`src/rtl/ps2_pkg.sv`:
```
// Shared constants for the PS/2 host command sequencer: device reply codes,
// error encodings and the FSM state type.
package ps2_pkg;

  localparam logic [7:0] PS2_ACK    = 8'hFA;
  localparam logic [7:0] PS2_RESEND = 8'hFE;

  localparam logic [1:0] ERR_NONE    = 2'b00;
  localparam logic [1:0] ERR_RETRIES = 2'b01;
  localparam logic [1:0] ERR_TIMEOUT = 2'b10;

  typedef enum logic [1:0] {
    IDLE     = 2'd0,
    SEND     = 2'd1,
    WAIT_TX  = 2'd2,
    WAIT_ACK = 2'd3
  } state_t;

endpackage

```
`src/rtl/ps2_timeout_counter.sv`:
```
// Saturating cycle counter that flags expiry on its last count while enabled.
module ps2_timeout_counter #(
  parameter int CYCLES = 2000000
) (
  input  logic clk,
  input  logic reset,
  input  logic clear,
  input  logic enable,
  output logic expired
);

  localparam int CW = $clog2(CYCLES);
  localparam logic [CW-1:0] LAST = CW'(CYCLES - 1);

  logic [CW-1:0] r_count;

  // Saturate at LAST so a deferred expiry stays asserted instead of wrapping.
  always_ff @(posedge clk or posedge reset) begin
    if (reset) begin
      r_count <= '0;
    end else if (clear) begin
      r_count <= '0;
    end else if (enable && (r_count != LAST)) begin
      r_count <= r_count + 1'b1;
    end
  end

  assign expired = enable && !clear && (r_count == LAST);

endmodule

```
`src/rtl/ps2_cmd_sequencer.sv`:
```
// Sends a PS/2 command (and optional argument) to the device, handling
// ACK / RESEND replies, bounded resends and a reply timeout.
module ps2_cmd_sequencer
  import ps2_pkg::*;
#(
  parameter int ACK_TIMEOUT_CYCLES = 2000000,
  parameter int MAX_RETRIES        = 3
) (
  input  logic       clk,
  input  logic       reset,
  input  logic       cmd_valid,
  output logic       cmd_ready,
  input  logic [7:0] cmd_byte,
  input  logic       cmd_has_arg,
  input  logic [7:0] cmd_arg,
  output logic       cmd_done,
  output logic       cmd_err,
  output logic [1:0] err_code,
  output logic       busy,
  output logic [7:0] tx_byte,
  output logic       tx_wr,
  input  logic       tx_idle,
  input  logic       tx_done,
  input  logic [7:0] rx_data,
  input  logic       rx_done
);

  localparam int RW = $clog2(MAX_RETRIES + 1);
  localparam logic [RW-1:0] RETRY_LIMIT = RW'(MAX_RETRIES);

  state_t        r_state, w_state_next;
  logic [7:0]    r_cmd, w_cmd_next;
  logic [7:0]    r_arg, w_arg_next;
  logic          r_has_arg, w_has_arg_next;
  logic          r_phase, w_phase_next;
  logic [RW-1:0] r_retry, w_retry_next;
  logic [1:0]    r_err_code, w_err_code_next;
  logic          r_cmd_done, w_cmd_done_next;
  logic          r_cmd_err, w_cmd_err_next;
  logic          w_tx_wr;
  logic          w_timer_en;
  logic          w_expired;
  logic          w_ready;

  // Not ready during the completion pulse, so a new accept never overlaps it.
  assign w_ready    = (r_state == IDLE) && !r_cmd_done && !r_cmd_err;
  assign w_timer_en = (r_state == WAIT_TX) || (r_state == WAIT_ACK);

  ps2_timeout_counter #(
    .CYCLES(ACK_TIMEOUT_CYCLES)
  ) u_timeout (
    .clk    (clk),
    .reset  (reset),
    .clear  (w_tx_wr),
    .enable (w_timer_en),
    .expired(w_expired)
  );

  always_ff @(posedge clk or posedge reset) begin
    if (reset) begin
      r_state    <= IDLE;
      r_cmd      <= '0;
      r_arg      <= '0;
      r_has_arg  <= 1'b0;
      r_phase    <= 1'b0;
      r_retry    <= '0;
      r_err_code <= ERR_NONE;
      r_cmd_done <= 1'b0;
      r_cmd_err  <= 1'b0;
    end else begin
      r_state    <= w_state_next;
      r_cmd      <= w_cmd_next;
      r_arg      <= w_arg_next;
      r_has_arg  <= w_has_arg_next;
      r_phase    <= w_phase_next;
      r_retry    <= w_retry_next;
      r_err_code <= w_err_code_next;
      r_cmd_done <= w_cmd_done_next;
      r_cmd_err  <= w_cmd_err_next;
    end
  end

  always_comb begin
    w_state_next    = r_state;
    w_cmd_next      = r_cmd;
    w_arg_next      = r_arg;
    w_has_arg_next  = r_has_arg;
    w_phase_next    = r_phase;
    w_retry_next    = r_retry;
    w_err_code_next = r_err_code;
    w_cmd_done_next = 1'b0;
    w_cmd_err_next  = 1'b0;
    w_tx_wr         = 1'b0;
    case (r_state)
      IDLE: begin
        if (cmd_valid && w_ready) begin
          w_cmd_next      = cmd_byte;
          w_arg_next      = cmd_arg;
          w_has_arg_next  = cmd_has_arg;
          w_phase_next    = 1'b0;
          w_retry_next    = '0;
          w_err_code_next = ERR_NONE;
          w_state_next    = SEND;
        end
      end
      SEND: begin
        if (tx_idle) begin
          w_tx_wr      = 1'b1;
          w_state_next = WAIT_TX;
        end
      end
      WAIT_TX: begin
        if (tx_done) begin
          w_state_next = WAIT_ACK;
        end else if (w_expired) begin
          w_cmd_err_next  = 1'b1;
          w_err_code_next = ERR_TIMEOUT;
          w_state_next    = IDLE;
        end
      end
      WAIT_ACK: begin
        // Any received byte outranks a simultaneous expiry; the saturated
        // counter re-fires on the next cycle if the byte was not a reply.
        if (rx_done) begin
          if (rx_data == PS2_ACK) begin
            if (!r_phase && r_has_arg) begin
              w_phase_next = 1'b1;
              w_retry_next = '0;
              w_state_next = SEND;
            end else begin
              w_cmd_done_next = 1'b1;
              w_state_next    = IDLE;
            end
          end else if (rx_data == PS2_RESEND) begin
            if (r_retry < RETRY_LIMIT) begin
              w_retry_next = r_retry + 1'b1;
              w_state_next = SEND;
            end else begin
              w_cmd_err_next  = 1'b1;
              w_err_code_next = ERR_RETRIES;
              w_state_next    = IDLE;
            end
          end
        end else if (w_expired) begin
          w_cmd_err_next  = 1'b1;
          w_err_code_next = ERR_TIMEOUT;
          w_state_next    = IDLE;
        end
      end
      default: w_state_next = IDLE;
    endcase
  end

  assign cmd_ready = w_ready;
  assign busy      = (r_state != IDLE);
  assign tx_byte   = r_phase ? r_arg : r_cmd;
  assign tx_wr     = w_tx_wr;
  assign cmd_done  = r_cmd_done;
  assign cmd_err   = r_cmd_err;
  assign err_code  = r_err_code;

endmodule
```
`config.mk`:
```
export PLATFORM = sky130hd
export DESIGN_NAME = ps2_cmd_sequencer
export DESIGN_NICKNAME = d
export VERILOG_FILES = /design/src/rtl/ps2_pkg.sv /design/src/rtl/ps2_timeout_counter.sv /design/src/rtl/ps2_cmd_sequencer.sv
export SDC_FILE = /design/constraint.sdc
export NUM_CORES = 1
export LEC_CHECK = 0
export ABC_AREA = 1
export CORE_MARGIN = 2
export CORE_UTILIZATION = 49
export DETAILED_ROUTE_END_ITERATION = 16
export PLACE_DENSITY = 0.79
export SETUP_SLACK_MARGIN = 0.5
export SYNTH_ARGS = -nofsm -noshare
export SYNTH_HDL_FRONTEND = slang
export SYNTH_HIERARCHICAL = 1
export SYNTH_SLANG_ARGS = --single-unit
```
`constraint.sdc`:
```
create_clock -name clk -period 2.1 [get_ports clk]
set_clock_uncertainty 0.15 [all_clocks]
set_input_delay 0.525 -clock clk [delete_from_list [all_inputs] [get_ports clk]]
set_output_delay 0.525 -clock clk [all_outputs]
set_load 0.01 [all_outputs]
```
==> metrics.md, run 1 <==
| Metric | Value |
|---|---|
| Vias in the first global route | 3242 |
| Total core area | 5920 um2 |
| Ratio of cells with drive above 1 in the final layout | 38.8% |
| Final Cycle Share | 101% |
| Avg Cell Area, Syn | 6.92 um2 |
| Achievable Freq | 471 MHz |
| Post-route insts no fill | 622 |
| DP Cell Count | 560 |
| Max-Slew Margin vs Limit | 75.0% |
| First-pass GRT wire length | 14.4 mm |
| RSZ-0062 raised after global routing | true |
| Largest net degree at the start of global routing | 27 |
| Crit-path slowest cell | dfrtp_1 |
| Synth Net Count | 472 |
| I/O pin count | 46 |
| CP dominant cell by count | buf_4 |
| Worst VDD drop | 0.750 mV |
| Final nets | 584 |
| Overall Power | 6.42 mW |
| Total CTS buffers | 5 |
| H-tree depth | 2 |
| Final hold violation count | 0 |
| Final setup fails | 1 |
| Crit path buffers/inverters | 4 |
| Die width | 82.3 um |
| Grt total ovfl | 0 |
| Violations in the final reports | setup timing |
| Latest clock arrival within the worst-skew pair | 310 ps |
| Row Count | 28 |
| CTS tree | yes |
| Arr. time, crit path | 2180 ps |
| Synthesis Warnings | 6 |
| ANT nets after route | 0 |
| Total global-route track usage | 28.1% |
| Final Slew Violations | 0 |
| Initial drt markers | 371 |
| Cells after Synth | 434 |
| Most frequent cells in the layout | 88 x nand2_1, 55 x nor2_1, 45 x inv_1, 44 x dfrtp_1, 33 x buf_4 |
| Clock sink count | 47 |
| Critical Path Sink Type | flip-flop |
| Post-synthesis cell type count | 33 |
| Crit path max fanout | 4 |
| Ant diodes | 0 |
| Hold_buf cts | 0 |
| Crit-path max cell delay | 440 ps |
| Core Util, Final | 82.4% |
| CP required | 2150 ps |
| Via count | 3615 |
| Mapped cell area | 3000 um2 |
| Sequential area share after synthesis | 39.2% |
| Crit path launch type | flip-flop |
| Fin crit period | 2120 ps |
| Pwr Density | 1320 nW/um2 |
| #FFs+latches synth | 47 |
| Slew @ Worst Pin | 374 ps |
| Clock root buffer | clkbuf_8 |
| Most common cell after layout, fill and taps aside | nand2_1 |
| Initial antenna violation count | 0 |
| Final worst slack | -22.2 ps |
| Hold Crit Class | reg -> reg |
| Status | finished with violations |
| Post-route cell area | 4880 um2 |
| Detailed Place HPWL | 5.41 mm |
| DRC Markers | 0 |
| Height of the die | 82.3 um |
| Post-Place Cell Area | 3690 um2 |
| Pre-antenna DRT Iters | 5 |
| CP cell instances | inv_2, ha_4, buf_4, buf_4, buf_6, nand4_4, nand2_4, o21ai_1, o21ai_0, nand2_1 |
| Vias per inst | 5.81 |
| GPL Wtd Cong | 0.988 |
| Detailed Route WL | 11.6 mm |
| Area Overhead vs Synth | 62.5% |
| Buffers on Ports | 45 |
| Sum of negative setup slack | -22.2 ps |
| Reg clk slew, reported paths | 100 ps |
| Initial Utilization | 50.7% |
| Top cell family by delay on the critical path | buffers and inverters |
| Die area | 6770 um2 |
| MaxCap Viol Count | 0 |
| Leak | 2.27 nW |
| CP Class | reg -> reg |
| Routed wire per std cell | 18.7 um |
| Clock Tree Buf Depth | 2 |
[power by group]
group	switching [mW]	internal (mW)	leakage, nW
Clock	0.347	0.359	0.0548
Sequential	0.350	1.24	0.593
Combinational	2.21	1.92	1.62
[layout make-up]
| type | instances | area, um2 |
|---|---|---|
| timing repair buffer | 113 | 1150 |
| clock inverter | 3 | 46.3 |
| fill | 293 | 1040 |
| inverter | 55 | 239 |
| multi-input combinational | 324 | 2100 |
| sequential | 47 | 1180 |
| clock buffer | 5 | 68.8 |
| tap | 75 | 93.8 |
[state kept, by name, indices dropped and copies added, names as in the netlist]
| signal | count |
|---|---|
| u_timeout/r_count | 21 |
| r_retry | 2 |
| r_has_arg | 1 |
| r_arg | 8 |
| r_state | 2 |
| err_code | 2 |
| cmd_done | 1 |
| r_phase | 1 |
| cmd_err | 1 |
| r_cmd | 8 |
[logic make-up (layout without fill, tap and decap cells)]
group           after synthesis  after routing  synth area share [%]
compound gates               40             40                  7.04
xor+xnor                      4              4                  1.17
fa+ha+maj                     7              7                  2.92
buf+inv                      66            176                  8.95
flops                        47             47                  39.2
mux                           8              8                  3.00
simple gates                262            265                  37.8
[routing by layer]
layer / part of all wire [%] / up-vias / routed length (um) / global-route usage, %
li1: - / 1604 / - / -
met1: 35 / 1689 / 4090 / 31.0
met2: 50 / 243 / 5790 / 50.3
met3: 8.7 / 79 / 1010 / 5.87
met4: 6.3 / 0 / 735 / 15.3
met5: 0 / - / 0 / 0
[repair_timing]
item                                    CTS  global route
endpoints found under the setup margin   52            58
buffers inserted                         30            18
gates cloned                              5             1
gates resized for setup                 126           111
pin swaps                                28            30
[synth_stat cells (all sizes together)]
library cell / instances / share of area, %
or2: 1 / 0.21
clkbuf: 6 / 0.79
a21oi: 16 / 2.8
a31oi: 2 / 0.42
nor3: 8 / 1.3
xor2: 3 / 0.87
nor3b: 1 / 0.25
inv: 55 / 6.9
o31ai: 1 / 0.25
xnor2: 1 / 0.29
nand3: 42 / 7.3
mux2: 8 / 3.0
buf: 5 / 1.3
nor2: 80 / 11
nand2: 123 / 16
ha: 7 / 2.9
nand4: 7 / 2.0
dfrtp: 47 / 39
o21bai: 1 / 0.25
o21ai: 20 / 3.3
[path summary, 6_finish.rpt]
| path | end | slack, ps | start | depth (start not counted) |
|---|---|---|---|---|
| worst max-delay path | r_state[0] | -20 | r_state[1] | 10 |
| worst min-delay path | r_arg[6] | 360 | r_arg[6] | 1 |
| worst max register to register | r_state[0] | -20 | r_state[1] | 10 |
| worst min register to register | r_arg[6] | 360 | r_arg[6] | 1 |
| max in group asynchronous | r_state[0] | 1100 | reset | 3 |
| min in group asynchronous | u_timeout/r_count[17] | 420 | reset | 3 |
[stage by stage]
stage | setup WS (ps) | hold slack (ps)
final | -22.2 | 365
after global routing | -99.0 | 375
after CTS | 157 | 336
after detailed placement | -259 | 314
after global placement | -238 | 315
after floorplan | 276 | 296
Power figures use the tool's default switching activity.
==> run 2, diff against run 1 <==
Settings changed: HOLD_SLACK_MARGIN from default to 0.12, PLACE_DENSITY 0.79 to 0.8, SYNTH_HIERARCHICAL 1 to default, TNS_END_PERCENT from default to 1.
==> metrics.md, run 2 <==
| Metric | Value |
|---|---|
| Crit path launch type | flip-flop |
| Final Slew Violations | 0 (unchanged) |
| Pwr Density | 1070 nW/um2 (-18%) |
| Sequential cell area | 1180 um2 (-0.32%) |
| Leak | 1.77 nW (-22%) |
| Top_reg_cell synth | dfrtp_1 |
| Largest reg by FF count | u_timeout.r_count |
| Clock root buffer | clkbuf_8 |
| Post-synthesis cell type count | 26 (-21%) |
| Critical Path Sink Type | primary output |
| Final setup fails | 0 (-1) |
| Latest clock arrival within the worst-skew pair | 310 ps (about the same) |
| Core Util, Final | 64.1% (-18 points) |
| Height of the die | 81.3 um (-1.2%) |
| Synthesis Warnings | 0 (-6) |
| Biggest regs | u_timeout.r_count (21), r_arg (8), r_cmd (8) |
| First-pass GRT wire length | 12.5 mm (-14%) |
| Total core area | 5850 um2 (-1.2%) |
| Fin crit period | 1970 ps (-150 ps) |
| Overall Power | 4.02 mW (-37%) |
| Max-Slew Margin vs Limit | 80.2% (+5.2 points) |
| Final Cycle Share | 93.9% (-7.1 points) |
| Total CTS buffers | 5 (unchanged) |
| CP cell instances | buf_6, ha_4, nand2_2, inv_2, buf_6 |
| Top cells by area, synth | dfrtp_1 40%, nand2_1 20%, nor2_1 7.4%, inv_1 5.9%, nand3_1 5.8% |
| ANT nets after route | 0 (unchanged) |
| Mapped cell area | 2930 um2 (-2.6%) |
| RSZ-0062 raised after global routing | true |
| Die area | 6610 um2 (-2.5%) |
| Vias in the first global route | 2899 (-11%) |
| #FFs+latches synth | 47 (unchanged) |
| Area Overhead vs Synth | 28.0% |
| Slew @ Worst Pin | 297 ps (-77.0 ps) |
| Final hold violation count | 0 (unchanged) |
| Arr. time, crit path | 1300 ps (-880 ps) |
| Grt total ovfl | 0 (unchanged) |
| Pre-CTS WS | -358 ps (-98.8 ps) |
| Routed wire per std cell | 12.5 um (-33%) |
| Pre-antenna DRT Iters | 4 (-1) |
| Synth area leader | dfrtp_1 |
| Status | complete, no violations |
| Initial antenna violation count | 0 (unchanged) |
| GPL Wtd Cong | 0.977 (-1.1%) |
| DRC Markers | 0 (unchanged) |
| Avg Cell Area, Syn | 6.76 um2 (-2.4%) |
| Via count | 2936 (-19%) |
| Ant diodes | 0 (unchanged) |
| Final nets | 536 (-8.2%) |
| Ratio of cells with drive above 1 in the final layout | 13.6% (-25 points) |
| Final worst slack | 128 ps (+150 ps) |
| Detailed Route WL | 7.20 mm (-38%) |
| Sequential area share after synthesis | 40.2% (+1.0 points) |
| Reg clk slew, reported paths | 100 ps (about the same) |
| H-tree depth | 2 (unchanged) |
| Most common cell after layout, fill and taps aside | nand2_1 |
| CTS tree | yes |
| CP Class | reg -> out |
| Detailed Place HPWL | 5.25 mm (-2.9%) |
| I/O pin count | 46 (unchanged) |
| Sum of negative setup slack | 0 ps (+22.2 ps) |
| Initial drt markers | 168 (-55%) |
| Vias per inst | 5.11 (-12%) |
| Buffers on Ports | 45 (unchanged) |
| Synth Net Count | 471 (-0.21%) |
| Cells after Synth | 433 (-0.23%) |
| Largest net degree at the start of global routing | 48 (+78%) |
| Largest register FFs | 21 (unchanged) |
| Commonest cells in the netlist | 154 x nand2_1, 58 x nor2_1, 47 x dfrtp_1 |
| Hold Crit Class | reg -> reg |
| Crit-path max cell delay | 430 ps (about the same) |
| Clock Tree Buf Depth | 2 (unchanged) |
| CP dominant cell by count | buf_6 |
| Crit-path slowest cell | dfrtp_1 |
| Crit path max fanout | 3 (-1) |
| Hold_buf cts | 0 (unchanged) |
| Multi-input combinational cell area | 1560 um2 (-26%) |
| Number of synthesized flops with an enable pin | 0 (unchanged) |
| Row Count | 28 (unchanged) |
| Die width | 81.3 um (-1.2%) |
| Most frequent cells in the layout | 153 x nand2_1, 57 x nor2_1, 47 x dfrtp_1, 41 x inv_1, 34 x nand3_1 |
| Initial Utilization | 50.0% (-0.72 points) |
| Total global-route track usage | 24.1% (-4.0 points) |
| Fillers | 529 (+81%) |
| CP required | 1420 ps (-730 ps) |
| Achievable Freq | 507 MHz (+7.6%) |
| Asr flop ratio synth | 100% (unchanged) |
| MaxCap Viol Count | 0 (unchanged) |
| Clock sink count | 47 (unchanged) |
| Top cell type's share of synthesized area | 40.2% (+1.0 points) |
| Most frequent cell after synthesis | nand2_1 |
| Worst VDD drop | 0.562 mV (-25%) |
[run 2: cell types whose count changed in the layout (fill, tap and decap cells not counted), sizes merged, moves of 8 or more]
| cell | previous run | this run |
|---|---|---|
| a21oi | 16 | 6 |
| buf | 81 | 31 |
| mux2 | 8 | 0 |
| nand2 | 126 | 156 |
| nor2 | 80 | 60 |
| o21ai | 20 | 36 |
[run 2: final timing paths]
kind,slack [ps],cells past startpoint,to,start
max in group asynchronous,1120,3,r_state[1],reset
max,130,5,tx_wr,r_state[0]
min reg2reg,340,2,r_arg[6],r_arg[6]
min in group asynchronous,470,3,u_timeout.r_count[10],reset
min,340,2,r_arg[6],r_arg[6]
max reg2reg,240,9,u_timeout.r_count[11],u_timeout.r_count[0]
[run 2: kinds of logic (layout without fill, tap and decap cells)]
logic type,Yosys count,after routing,synth area share [%]
AOI/OAI and AO/OA,43,43,7.44
xor gates and xnor gates,11,11,3.29
adders and majority gates,7,7,2.99
buffers and inverters,59,125,8.38
DFF,47,47,40.2
and+or+nand+nor,266,266,37.7
[run 2: report_power, final]
part           switching [mW]  total (mW)  internal [mW]  leakage, nW
sequential              0.240        1.43           1.19        0.618
clock                   0.366       0.614          0.248       0.0467
combinational            1.15        1.98          0.824         1.10
total                    1.76        4.02           2.27         1.77
[run 2: repair_timing]
item	in CTS	in global routing
setup endpoints to repair	50	45
pin swaps	2	3
buffers inserted	3	3
gates resized for setup	53	14
[run 2: metrics by stage]
stage / hold slack, ps / cell area (um2) / cells
after CTS: 342 / 3690 / 571
after global routing: 367 / 3750 / 574
after floorplan: 299 / 2930 / 433
after detailed placement: 315 / 3560 / 560
after global placement: 313 / 3560 / 560
final: 338 / 3750 / 574
[run 2: layout make-up]
class | instances | area share (%)
well taps | 75 | 2.50
inverters | 48 | 5.11
flip-flops and latches | 47 | 31.4
repair buffers | 69 | 16.8
clock buffers | 5 | 1.84
multi-input cells | 327 | 41.7
clock inverters | 3 | 0.735
[run 2: layer usage]
layer  vias up  part of all wire, %  GRT usage, %
met5         -                    0             0
met4         0                  2.2          10.0
met3        18                  4.7          4.44
met1      1354                   44          29.2
li1       1477                    -             -
met2        87                   49          41.9
[run 2: critical path, delay by kind of cell, from the launching register on]
kind / cells / cell delay (ps)
simple gates: 1 / 80
fa+ha+maj: 1 / 150
buf+inv: 3 / 320
flops: 1 / 430
==> run 3, diff against run 2 <==
Settings changed: CTS_CLUSTER_DIAMETER from default to 30.
==> results of run 3 <==
Same layout as run 2: the final DEF is identical, and so are final timing and power.
==> variant 1: new RTL, config.mk and constraints of run 2 <==
Set the parameter `MAX_RETRIES` to 6 (it was 3).
--- a/src/rtl/ps2_cmd_sequencer.sv
+++ b/src/rtl/ps2_cmd_sequencer.sv
@@ -4,7 +4,7 @@
   import ps2_pkg::*;
 #(
   parameter int ACK_TIMEOUT_CYCLES = 2000000,
-  parameter int MAX_RETRIES        = 3
+  parameter int MAX_RETRIES        = 6
 ) (
   input  logic       clk,
   input  logic       reset,
Function: same outputs for any inputs over 10 cycles, from zero or initial values and one cycle with reset high; that may be too few to reach the edited logic, so the function may still have changed.
==> variant 1 against run 2 <==
- sequential cell count is 1 higher
- worst hold slack better by 0.021 ns
- routed wire length shrank 0.81%
- design area is 2.4% higher
- critical path depth up 6
- clock power down 4.2%
- fmax shrank 0.25%
- power increased by 9.8%
- worst setup slack worse by 0.0049 ns
- synthesized area is 0.56% lower
- first-iteration DRC count up 26%
- non-clock buffer count is 7 higher
- critical path type is now register to register
==> variant 1: results (changes against run 2) <==
[outcome]
status=finished clean  ; unchanged

[layout]
nonClockBufferCount=76  ; was 69
fill_cells=490  ; was 529
sh_seq_area=0.313  ; was 0.314
inverters_excl_clock=46  ; was 48
layout.nets=524  ; was 536
multi_input_area_share=0.411  ; was 0.417
nFlopsAndLatches=48  ; was 47
num-clock-buffers=7  ; was 5
buf_share=0.177  ; was 0.168
drive_above_1_share=0.191  ; was 0.136
regArea_mm2=0.00120  ; was 0.00118 mm2
clkCellAreaFrac=0.0251  ; was 0.0257

[setup_path]
critPathTopFamily=simple AND/OR/NAND/NOR gates  ; was flip-flops
crit_arrival_ns=2.03  ; was 1.30 ns
critPathMaxFanout=4  ; was 3
r2r.worst_path.cells=11  ; was 9

[detailed_routing]
vias_per_cell=5.07  ; was 5.11
drt-initial-drc-count=211  ; was 168
met3WireLength_um=268  ; was 342 um
post_drt_wl_per_cell_um=12.7  ; was 12.5 um
wl_met1_mm=3.16  ; about the same
drt_wl_total_mm=7.15  ; was 7.20 mm

[worst_hold_path]
min_from=r_arg[5]$_DFFE_PP0P_  ; was r_arg[6]$_DFFE_PP0P_
holdPathStages=1  ; was 2

[place]
dp.cells=542  ; was 560
dpl_cell_area_mm2=0.00357  ; was 0.00356 mm2
place_hpwl_mm=4.95  ; was 5.25 mm

[global_routing]
antenna_found_initial=0  ; unchanged
use_met3=0.0467  ; was 0.0444
grt_util_met2=0.417  ; was 0.419
grt_pass1_vias=2705  ; was 2,899
grt_pass1_wl_mm=11.8  ; was 12.5 mm
met1_usage=0.276  ; was 0.292

[synthesis]
yosys-top-cells-area=dfrtp_1, nand2_1, nor2_1  ; unchanged
synth_commonest_cells=nand2_1, nor2_1, dfrtp_1  ; unchanged
synth_xor_xnor_area_share=0.0331  ; was 0.0329
synth_cell_type_count=24  ; was 26
syn_inst=412  ; was 433
synthMuxAreaShare=0.0310  ; was 0
yosysSeqAreaShare=0.413  ; was 0.402

[power_and_ir_drop]
switchingPower_w=0.00184  ; was 0.00176 W
p_leak_nw=1.86  ; was 1.77 nW

[timing]
slew_headroom=0.736  ; was 0.802

-- variant 1: changes by cell type after synthesis, sizes merged, moves of 2 or more --
cell | run 2 | this run
nand2 | 156 | 134
o21ai | 36 | 17
mux2 | 0 | 8
nand4 | 4 | 12
a21oi | 6 | 13
nand3 | 37 | 31
nor2 | 60 | 65
inv | 46 | 44
o21bai | 0 | 2
xnor2 | 2 | 0
xor2 | 9 | 11
-- variant 1: kinds of logic (layout without fill, tap and decap cells) --
kind of cell               count (synthesis)  count (layout)
AOI/OAI and AO/OA                         32              32
xor gates and xnor gates                  11              11
adders and majority gates                  7               7
buffers and inverters                     55             129
DFF                                       48              48
muxes                                      8               8
and+or+nand+nor                          251             251
-- variant 1: power by group through the flow --
stage | Combinational, W | Sequential, W | Clock (W)
6_report | 0.00238 | 0.00145 | 0.000588
5_1_grt | 0.00263 | 0.00149 | 0.000646
4_1_cts | 0.00211 | 0.00144 | 0.000610
3_5_place_dp | 0.00198 | 0.00148 | 0
3_3_place_gp | 0.00192 | 0.00147 | 0
2_1_floorplan | 0.00131 | 0.00139 | 0
-- variant 1: path summary, 6_finish.rpt --
path | to | slack, ns
max in group asynchronous | r_phase$_DFFE_PP0P_ | 1.09
min in group asynchronous | u_timeout.r_count[7]$_DFFE_PP0P_ | 0.48
worst min register to register | r_arg[5]$_DFFE_PP0P_ | 0.36
worst min-delay path | r_arg[5]$_DFFE_PP0P_ | 0.36
worst max register to register | r_state[1]$_DFFE_PP0P_ | 0.12
worst max-delay path | r_state[1]$_DFFE_PP0P_ | 0.12
-- variant 1: what timing repair did --
item                                    4_1_cts  5_1_grt
pin swaps                                     4        7
hold buffers                                  0        0
gates resized for setup                      66       21
endpoints found under the setup margin       62       63
gates cloned                                  0        1
setup buffers                                 7        4
==> variant 2: new RTL, config.mk and constraints of run 2 <==
Made on the original files. Reset style: synchronous (`reset`), changed in 2 clocked blocks.
--- a/src/rtl/ps2_timeout_counter.sv
+++ b/src/rtl/ps2_timeout_counter.sv
@@ -15,7 +15,7 @@
   logic [CW-1:0] r_count;
 
   // Saturate at LAST so a deferred expiry stays asserted instead of wrapping.
-  always_ff @(posedge clk or posedge reset) begin
+  always_ff @(posedge clk) begin
     if (reset) begin
       r_count <= '0;
     end else if (clear) begin
--- a/src/rtl/ps2_cmd_sequencer.sv
+++ b/src/rtl/ps2_cmd_sequencer.sv
@@ -56,7 +56,7 @@
     .expired(w_expired)
   );
 
-  always_ff @(posedge clk or posedge reset) begin
+  always_ff @(posedge clk) begin
     if (reset) begin
       r_state    <= IDLE;
       r_cmd      <= '0;
Function: differs if reset is asserted again (counterexample within 4 cycles, from zero or initial values and one cycle with reset high); with reset held inactive, the same outputs for 10 cycles.
==> variant 2 against run 2 <==
- synthesized area shrank 6.5%
- count of clock-buffer cells in the layout is the same
- sequential cell count is the same
- routed wire length shrank 0.61%
- power shrank 13%
- design area shrank 4.6%
- critical path depth is the same
- clock power grew 15%
- worst setup slack gained 0.13 ns
- largest power group unchanged
==> variant 2: results (changes against run 2) <==
[setup_path]
crit_arrival_ns=1.17  ; was 1.30 ns
cp-startpoint=r_state[1]$_SDFFE_PP0P_  ; was r_state[0]$_DFFE_PP0P_
cpMaxStageDelayCell=dfxtp_2  ; was dfrtp_1
r2r_start=r_state[0]$_SDFFE_PP0P_  ; was u_timeout.r_count[0]$_DFFE_PP0P_
r2r_slack_ns=0.28  ; was 0.24 ns
rr_endpoint=r_state[0]$_SDFFE_PP0P_  ; was u_timeout.r_count[11]$_DFFE_PP0P_

[global_routing]
met1_usage=0.281  ; was 0.292
grt_max_degree=24  ; was 48
grt_util_met2=0.374  ; was 0.419
grt_pass1_wl_mm=11.2  ; was 12.5 mm
grt.total_usage=0.221  ; was 0.241

[power_and_ir_drop]
irDropWorstVdd_mv=0.765  ; was 0.562 mV

[outcome]
status=finished clean  ; unchanged

[synthesis]
synth_commonest_cells=nand2_1, nor2_1, dfxtp_1  ; was nand2_1, nor2_1, dfrtp_1
ys_async_sr_fraction=0  ; was 1.00
yosysSeqAreaShare=0.344  ; was 0.402
ys.flop_type=dfxtp_1  ; was dfrtp_1
synth_xor_xnor_area_share=0.0448  ; was 0.0329

[detailed_routing]
drtPass1Iterations=5  ; was 4
drt-initial-drc-count=230  ; was 168
met3WireLength_um=442  ; was 342 um
post_drt_wl_per_cell_um=12.6  ; was 12.5 um
vias_per_cell=5.26  ; was 5.11
wl_met2_mm=3.46  ; was 3.54 mm

[layout]
final_cell_count_no_fill=567  ; was 574

[timing]
period_share=0.879  ; was 0.939
slew_headroom=0.796  ; was 0.802

[place]
place_ws_ns=-0.218  ; was -0.358 ns
place_hpwl_mm=4.80  ; was 5.25 mm

[clock_tree]
ctsResizeCount=35  ; was 53

-- variant 2: cell count changes after synthesis, sizes merged, moves of 5 or more --
| cell | change |
|---|---|
| nand4 | +5 |
| nand2 | -17 |
| o21ai | -12 |
| inv | -17 |
| nor2 | +34 |
| nand3b | +6 |
| dfrtp | -47 |
| nand3 | -23 |
| dfxtp | +47 |
| a21oi | +23 |
-- variant 2: final cells by class --
cell class / count / area (um2)
Timing Repair Buffer: 67 / 571
Clock inverter: 3 / 46.3
Inverter: 30 / 126
Timing Repair inverter: 1 / 7.51
Multi-Input combinational cell: 342 / 1710
Sequential cell: 47 / 955
Tap cell: 72 / 90.1
Clock buffer: 5 / 68.8
Fill cell: 485 / 1870
-- variant 2: cell families (layout without fill, tap and decap cells) --
kind of cell | after synthesis | after routing
DFF | 47 | 47
and+or+nand+nor | 268 | 268
buffers and inverters | 44 | 106
AOI/OAI and AO/OA | 53 | 53
adders and majority gates | 7 | 7
xor gates and xnor gates | 14 | 14
